===== config.mk =====
export PLATFORM = sky130hd
export DESIGN_NAME = apb_master
export DESIGN_NICKNAME = d
export VERILOG_FILES = /design/src/rtl/apb_pkg.sv /design/src/rtl/apb_timeout_ctr.sv /design/src/rtl/apb_master.sv
export SDC_FILE = /design/constraint.sdc
export NUM_CORES = 1
export LEC_CHECK = 0
export ABC_CLOCK_PERIOD_IN_PS = 2700
export CAP_MARGIN = 15
export CORE_MARGIN = 2
export CORE_UTILIZATION = 41
export CTS_BUF_LIST = sky130_fd_sc_hd__clkbuf_8
export DETAILED_ROUTE_END_ITERATION = 16
export GPL_TIMING_DRIVEN = 0
export HOLD_SLACK_MARGIN = 0.02
export PLACE_DENSITY_LB_ADDON = 0.08
export SLEW_MARGIN = 20
export SYNTH_ARGS = -nofsm -noshare
export SYNTH_HDL_FRONTEND = slang
export SYNTH_SLANG_ARGS = --single-unit

===== constraint.sdc =====
create_clock -name PCLK -period 2.7 [get_ports PCLK]
set_clock_uncertainty 0.15 [all_clocks]
set_input_delay 0.54 -clock PCLK [delete_from_list [all_inputs] [get_ports PCLK]]
set_output_delay 0.54 -clock PCLK [all_outputs]
set_load 0.005 [all_outputs]

===== src/rtl/apb_pkg.sv =====
// Shared types and default widths for the APB master.
package apb_pkg;

    localparam int unsigned DEF_ADDR_W = 8;
    localparam int unsigned DEF_DATA_W = 21;
    localparam int unsigned DEF_WAIT_W = 4;

    typedef enum logic [1:0] {
        IDLE   = 2'd0,
        SETUP  = 2'd1,
        ACCESS = 2'd2
    } apb_state_e;

endpackage


===== src/rtl/apb_timeout_ctr.sv =====
// Counts stalled ACCESS cycles; expired fires on the TIMEOUT-th stalled cycle.
module apb_timeout_ctr #(
    parameter int unsigned TIMEOUT = 32
) (
    input  logic PCLK,
    input  logic PRESET,
    input  logic clear,
    input  logic enable,
    output logic expired
);

    localparam int unsigned CNT_W = (TIMEOUT > 1) ? $clog2(TIMEOUT) : 1;

    logic [CNT_W-1:0] cnt_q;

    // Count stalled cycles; cleared whenever the master is not in ACCESS.
    always_ff @(posedge PCLK) begin
        if (PRESET || clear) begin
            cnt_q <= '0;
        end else if (enable) begin
            cnt_q <= cnt_q + 1'b1;
        end
    end

    // Count already holds TIMEOUT-1 earlier stalls, so this stall is the last one allowed.
    assign expired = enable && (cnt_q == CNT_W'(TIMEOUT - 1));

endmodule


===== src/rtl/apb_master.sv =====
// Single-outstanding APB master: command in, IDLE/SETUP/ACCESS transfer, one-cycle response.
// Optional ACCESS timeout abort is compiled in with APB_MASTER_TIMEOUT_EN.
module apb_master
    import apb_pkg::*;
#(
    parameter int unsigned ADDR_W  = DEF_ADDR_W,
    parameter int unsigned DATA_W  = DEF_DATA_W,
    parameter int unsigned WAIT_W  = DEF_WAIT_W,
    parameter int unsigned TIMEOUT = 32
) (
    input  logic              PCLK,
    input  logic              PRESET,
    input  logic              req_valid,
    output logic              req_ready,
    input  logic              req_write,
    input  logic [ADDR_W-1:0] req_addr,
    input  logic [DATA_W-1:0] req_wdata,
    input  logic [WAIT_W-1:0] req_wait,
    output logic              rsp_valid,
    output logic [DATA_W-1:0] rsp_rdata,
    output logic              rsp_err,
    output logic              PSEL,
    output logic              PENABLE,
    output logic              PWRITE,
    output logic [ADDR_W-1:0] PADDR,
    output logic [DATA_W-1:0] PWDATA,
    output logic [WAIT_W-1:0] PWAIT,
    input  logic              PREADY,
    input  logic [DATA_W-1:0] PRDATA
);

    apb_state_e        state_q;
    logic              req_ready_q;
    logic              psel_q;
    logic              penable_q;
    logic              pwrite_q;
    logic [ADDR_W-1:0] paddr_q;
    logic [DATA_W-1:0] pwdata_q;
    logic [WAIT_W-1:0] pwait_q;
    logic              rsp_valid_q;
    logic [DATA_W-1:0] rsp_rdata_q;

`ifdef APB_MASTER_TIMEOUT_EN
    logic rsp_err_q;
    logic tmo_expired;

    apb_timeout_ctr #(
        .TIMEOUT (TIMEOUT)
    ) u_timeout_ctr (
        .PCLK    (PCLK),
        .PRESET  (PRESET),
        .clear   (state_q != ACCESS),
        .enable  ((state_q == ACCESS) && !PREADY),
        .expired (tmo_expired)
    );
`endif

    // Transfer sequencer; every output is a register updated here.
    always_ff @(posedge PCLK) begin
        if (PRESET) begin
            state_q     <= IDLE;
            req_ready_q <= 1'b1;
            psel_q      <= 1'b0;
            penable_q   <= 1'b0;
            pwrite_q    <= 1'b0;
            paddr_q     <= '0;
            pwdata_q    <= '0;
            pwait_q     <= '0;
            rsp_valid_q <= 1'b0;
            rsp_rdata_q <= '0;
`ifdef APB_MASTER_TIMEOUT_EN
            rsp_err_q   <= 1'b0;
`endif
        end else begin
            rsp_valid_q <= 1'b0;
            unique case (state_q)
                IDLE: begin
                    if (req_valid && req_ready_q) begin
                        state_q     <= SETUP;
                        req_ready_q <= 1'b0;
                        psel_q      <= 1'b1;
                        pwrite_q    <= req_write;
                        paddr_q     <= req_addr;
                        pwdata_q    <= req_wdata;
                        pwait_q     <= req_wait;
                    end
                end
                SETUP: begin
                    state_q   <= ACCESS;
                    penable_q <= 1'b1;
                end
                ACCESS: begin
                    if (PREADY) begin
                        state_q     <= IDLE;
                        req_ready_q <= 1'b1;
                        psel_q      <= 1'b0;
                        penable_q   <= 1'b0;
                        pwrite_q    <= 1'b0;
                        paddr_q     <= '0;
                        pwdata_q    <= '0;
                        pwait_q     <= '0;
                        rsp_valid_q <= 1'b1;
                        rsp_rdata_q <= pwrite_q ? '0 : PRDATA;
`ifdef APB_MASTER_TIMEOUT_EN
                        rsp_err_q   <= 1'b0;
                    end else if (tmo_expired) begin
                        state_q     <= IDLE;
                        req_ready_q <= 1'b1;
                        psel_q      <= 1'b0;
                        penable_q   <= 1'b0;
                        pwrite_q    <= 1'b0;
                        paddr_q     <= '0;
                        pwdata_q    <= '0;
                        pwait_q     <= '0;
                        rsp_valid_q <= 1'b1;
                        rsp_rdata_q <= '0;
                        rsp_err_q   <= 1'b1;
`endif
                    end
                end
                default: begin
                    state_q <= IDLE;
                end
            endcase
        end
    end

    assign req_ready = req_ready_q;
    assign PSEL      = psel_q;
    assign PENABLE   = penable_q;
    assign PWRITE    = pwrite_q;
    assign PADDR     = paddr_q;
    assign PWDATA    = pwdata_q;
    assign PWAIT     = pwait_q;
    assign rsp_valid = rsp_valid_q;
    assign rsp_rdata = rsp_rdata_q;
`ifdef APB_MASTER_TIMEOUT_EN
    assign rsp_err   = rsp_err_q;
`else
    assign rsp_err   = 1'b0;
`endif

endmodule


==> impl_metrics.env <==
export IMPL_die_height_um=74.01
export IMPL_initial_utilization_pct=42.54
export IMPL_wl_per_cell_um=13.78
export IMPL_grt_pass1_wl_mm=7.817
export IMPL_grtUsageTotal_pct=18.99
export IMPL_reg2reg_from="state_q[0]"
export IMPL_multi_input_area_um2=693.2
export IMPL_reg2reg_slack_ns=0.88
export IMPL_powerDensity_mw_per_mm2=589.8
export IMPL_finalHoldViolCount=0
export IMPL_cp_max_fo=10
export IMPL_setup_viol=0
export IMPL_fmax_mhz=476.6
export IMPL_ant_nets=0
export IMPL_synth_top_area_share_pct=60.77
export IMPL_pin_count=119
export IMPL_clock_sinks=61
export IMPL_synth_seq_cells=61
export IMPL_finalWorstSetupSlack_ns=0.6018
export IMPL_final_seq_area_mm2=0.001221
export IMPL_vias=1764
export IMPL_gr_total_overflow=0
export IMPL_worstHoldStart="rsp_rdata[13]"
export IMPL_portBuffers=116
export IMPL_first_pass_iters=4
export IMPL_cts_buffers=9
export IMPL_grt_max_degree=11
export IMPL_avgSynthCellArea_um2=11.89
export IMPL_routabilityCongestion=0.7480
export IMPL_yosys_warnings=0
export IMPL_drc=0
export IMPL_ctsLongestPathBuffers=2
export IMPL_die_w_um=74.01
export IMPL_post_route_period_util_pct=77.71
export IMPL_p_switching_mw=0.4629
export IMPL_htree_levels=3
export IMPL_num_fill_cells=363
export IMPL_syn2layout_area_growth_pct=70.17
export IMPL_yosysTopAreaCell="dfxtp_1"
export IMPL_ys_seq_area_share_pct=60.77
export IMPL_holdPathStages=2
export IMPL_preCtsSetupSlack_ns=0.2302
export IMPL_period_needed_ns=2.098
export IMPL_cp_arrival_ns=2.22
export IMPL_ir_worst_vdd_mv=0.3395
export IMPL_antenna_found_initial=0
export IMPL_start_kind="input port"
export IMPL_root_buffer="clkbuf_8"
export IMPL_cap_viol_max_count=0
export IMPL_crit_type="input port to flip-flop"
export IMPL_ys_top_cells_by_area="dfxtp_1 (61%), a22o_1 (18%), nand3b_1 (4.1%)"
export IMPL_ctsHoldBuffers=0
export IMPL_rsz0062_at_grt="no"
export IMPL_synthArstFlopShare_pct=0
export IMPL_cp_required_ns=2.82
export IMPL_yosysMostFrequentCell="dfxtp_1"
export IMPL_switching_share_pct=22.95
export IMPL_drive_gt1_share_pct=8.361
export IMPL_synth_area_mm2=0.002009
export IMPL_power_share_combinational_pct=16.6
export IMPL_grt_pass1_vias=1654
export IMPL_maxSlewHeadroom_pct=62.59
export IMPL_synth_commonest_cells="dfxtp_1 (61), a22o_1 (42), a21oi_1 (11), nand2_1 (11), nand3b_1 (11)"
export IMPL_status="completed"
export IMPL_slew_violations=0
export IMPL_r2r_end="PWDATA[5]"
export IMPL_rows=25
export IMPL_leakagePower_nw=1.293
export IMPL_drtIter0Drc=69
export IMPL_cts_resized=0
export IMPL_worstMarginPinSlew_ns=0.5570
export IMPL_insertedDiodeCount=0
export IMPL_ys_types=21
export IMPL_seq_power_share_pct=49.4
export IMPL_synth_edff_count=0
export IMPL_drt_total_wl_mm=5.044
export IMPL_cts_tree="yes"
export IMPL_syn_instance_count=169
export IMPL_insertion_delay_ns=0.32
export IMPL_worstRegToRegCells=5
export IMPL_min_to="rsp_rdata[13]"
export IMPL_synth_fp_nets=228
export IMPL_hpwl_mm=3.598
export IMPL_vias_per_cell=4.820
export IMPL_internal_power_mw=1.554
export IMPL_p_clk_share_pct=33.9
export IMPL_end_kind="flip-flop"
export IMPL_synthFlopType="dfxtp_1"
export IMPL_core_region_area_mm2=0.004723
export IMPL_hold_path_class="flip-flop to flip-flop"
export IMPL_clkSlewWorstSetupHoldPaths_ns=0.06
export IMPL_fin_nets=355
export IMPL_postCtsSetupBuffers=0
export IMPL_die_area_mm2=0.005477
export IMPL_finalSetupTns_ns=0
-- power groups by stage --
| stage | sequential [mW] | clock [mW] | combinational (mW) |
|---|---|---|---|
| 3_5_place_dp | 1.01 | 0 | 0.340 |
| 6_report | 0.997 | 0.685 | 0.335 |
| 3_3_place_gp | 1.01 | 0 | 0.336 |
| 4_1_cts | 0.997 | 0.699 | 0.341 |
| 5_1_grt | 1.00 | 0.738 | 0.363 |
| 2_1_floorplan | 1.02 | 0 | 0.112 |
-- state kept, by name (all words and copies together), names as in the netlist --
register	cells
PADDR	8
PENABLE	1
PSEL	1
PWAIT	4
PWDATA	21
PWRITE	1
req_ready	1
rsp_rdata	21
rsp_valid	1
state_q	2
-- critical path: stages --
cell and delay [ns]:
clkdlybuf4s50_1 0.53, nand2_1 0.10, nor4_4 0.43, clkbuf_1 0.42, a22o_1 0.19
-- per-layer routing --
layer,vias to the layer above,GRT usage (%),wire length (um)
li1,870,-,-
met1,809,23.00,2231
met2,75,28.47,2205
met3,10,8.672,513
met4,0,9.697,93
met5,-,0,0
-- through the flow --
step / area [um^2] / power (mW) / util, % / std cells / hold WS, ns
5_1_grt: 3420 / 2.105 / 72.40 / 366 / 0.3286
6_report: 3420 / 2.017 / 72.40 / 366 / 0.2986
3_3_place_gp: 3254 / 1.351 / 68.90 / 352 / 0.2834
4_1_cts: 3420 / 2.037 / 72.40 / 366 / 0.3010
2_1_floorplan: 2009 / 1.130 / - / 169 / 0.2983
3_5_place_dp: 3254 / 1.354 / 68.90 / 352 / 0.2921
-- worst max path at each step --
stage | slack [ns] | start | endpoint | depth (start not counted)
finish | 0.60 | req_valid | PWRITE | 5
global route | 0.44 | req_valid | PWDATA[0] | 5
CTS | 0.57 | req_valid | PWRITE | 5
detailed placement | 0.23 | req_valid | PWDATA[20] | 5
global placement | 0.24 | req_valid | PWAIT[0] | 5
floorplan | 0.91 | PRESET | PADDR[4] | 4
-- logic make-up after synthesis --
| group | count (synthesis) | synth area share, % |
|---|---|---|
| buffers and inverters | 16 | 4.732 |
| flip-flops | 61 | 60.77 |
| other | 1 | 0.1866 |
| AO/OA/AOI/OAI | 59 | 24.60 |
| AND/OR/NAND/NOR | 32 | 9.714 |
-- cell type report --
type,count,area share (%)
Clock buffer,11,4.427
Tap cell,67,2.452
Sequential cell,61,35.71
Inverter,1,0.1098
Timing Repair Buffer,116,33.96
Clock inverter,3,0.4025
Buffer,15,2.671
Multi-Input combinational cell,92,20.27
-- cell usage in the layout (no fill, tap or decap), types with 2 or more instances in the layout --
master	instances
dfxtp_1	61
nand2_1	11
inv_1	2
nor2_1	4
nand3b_1	11
nor3_1	2
clkdlybuf4s50_1	116
clkinv_2	2
buf_6	4
clkbuf_1	9
a21oi_1	11
a22o_1	42
clkbuf_8	11
a22o_2	3
(Power assumes the default switching activity.)
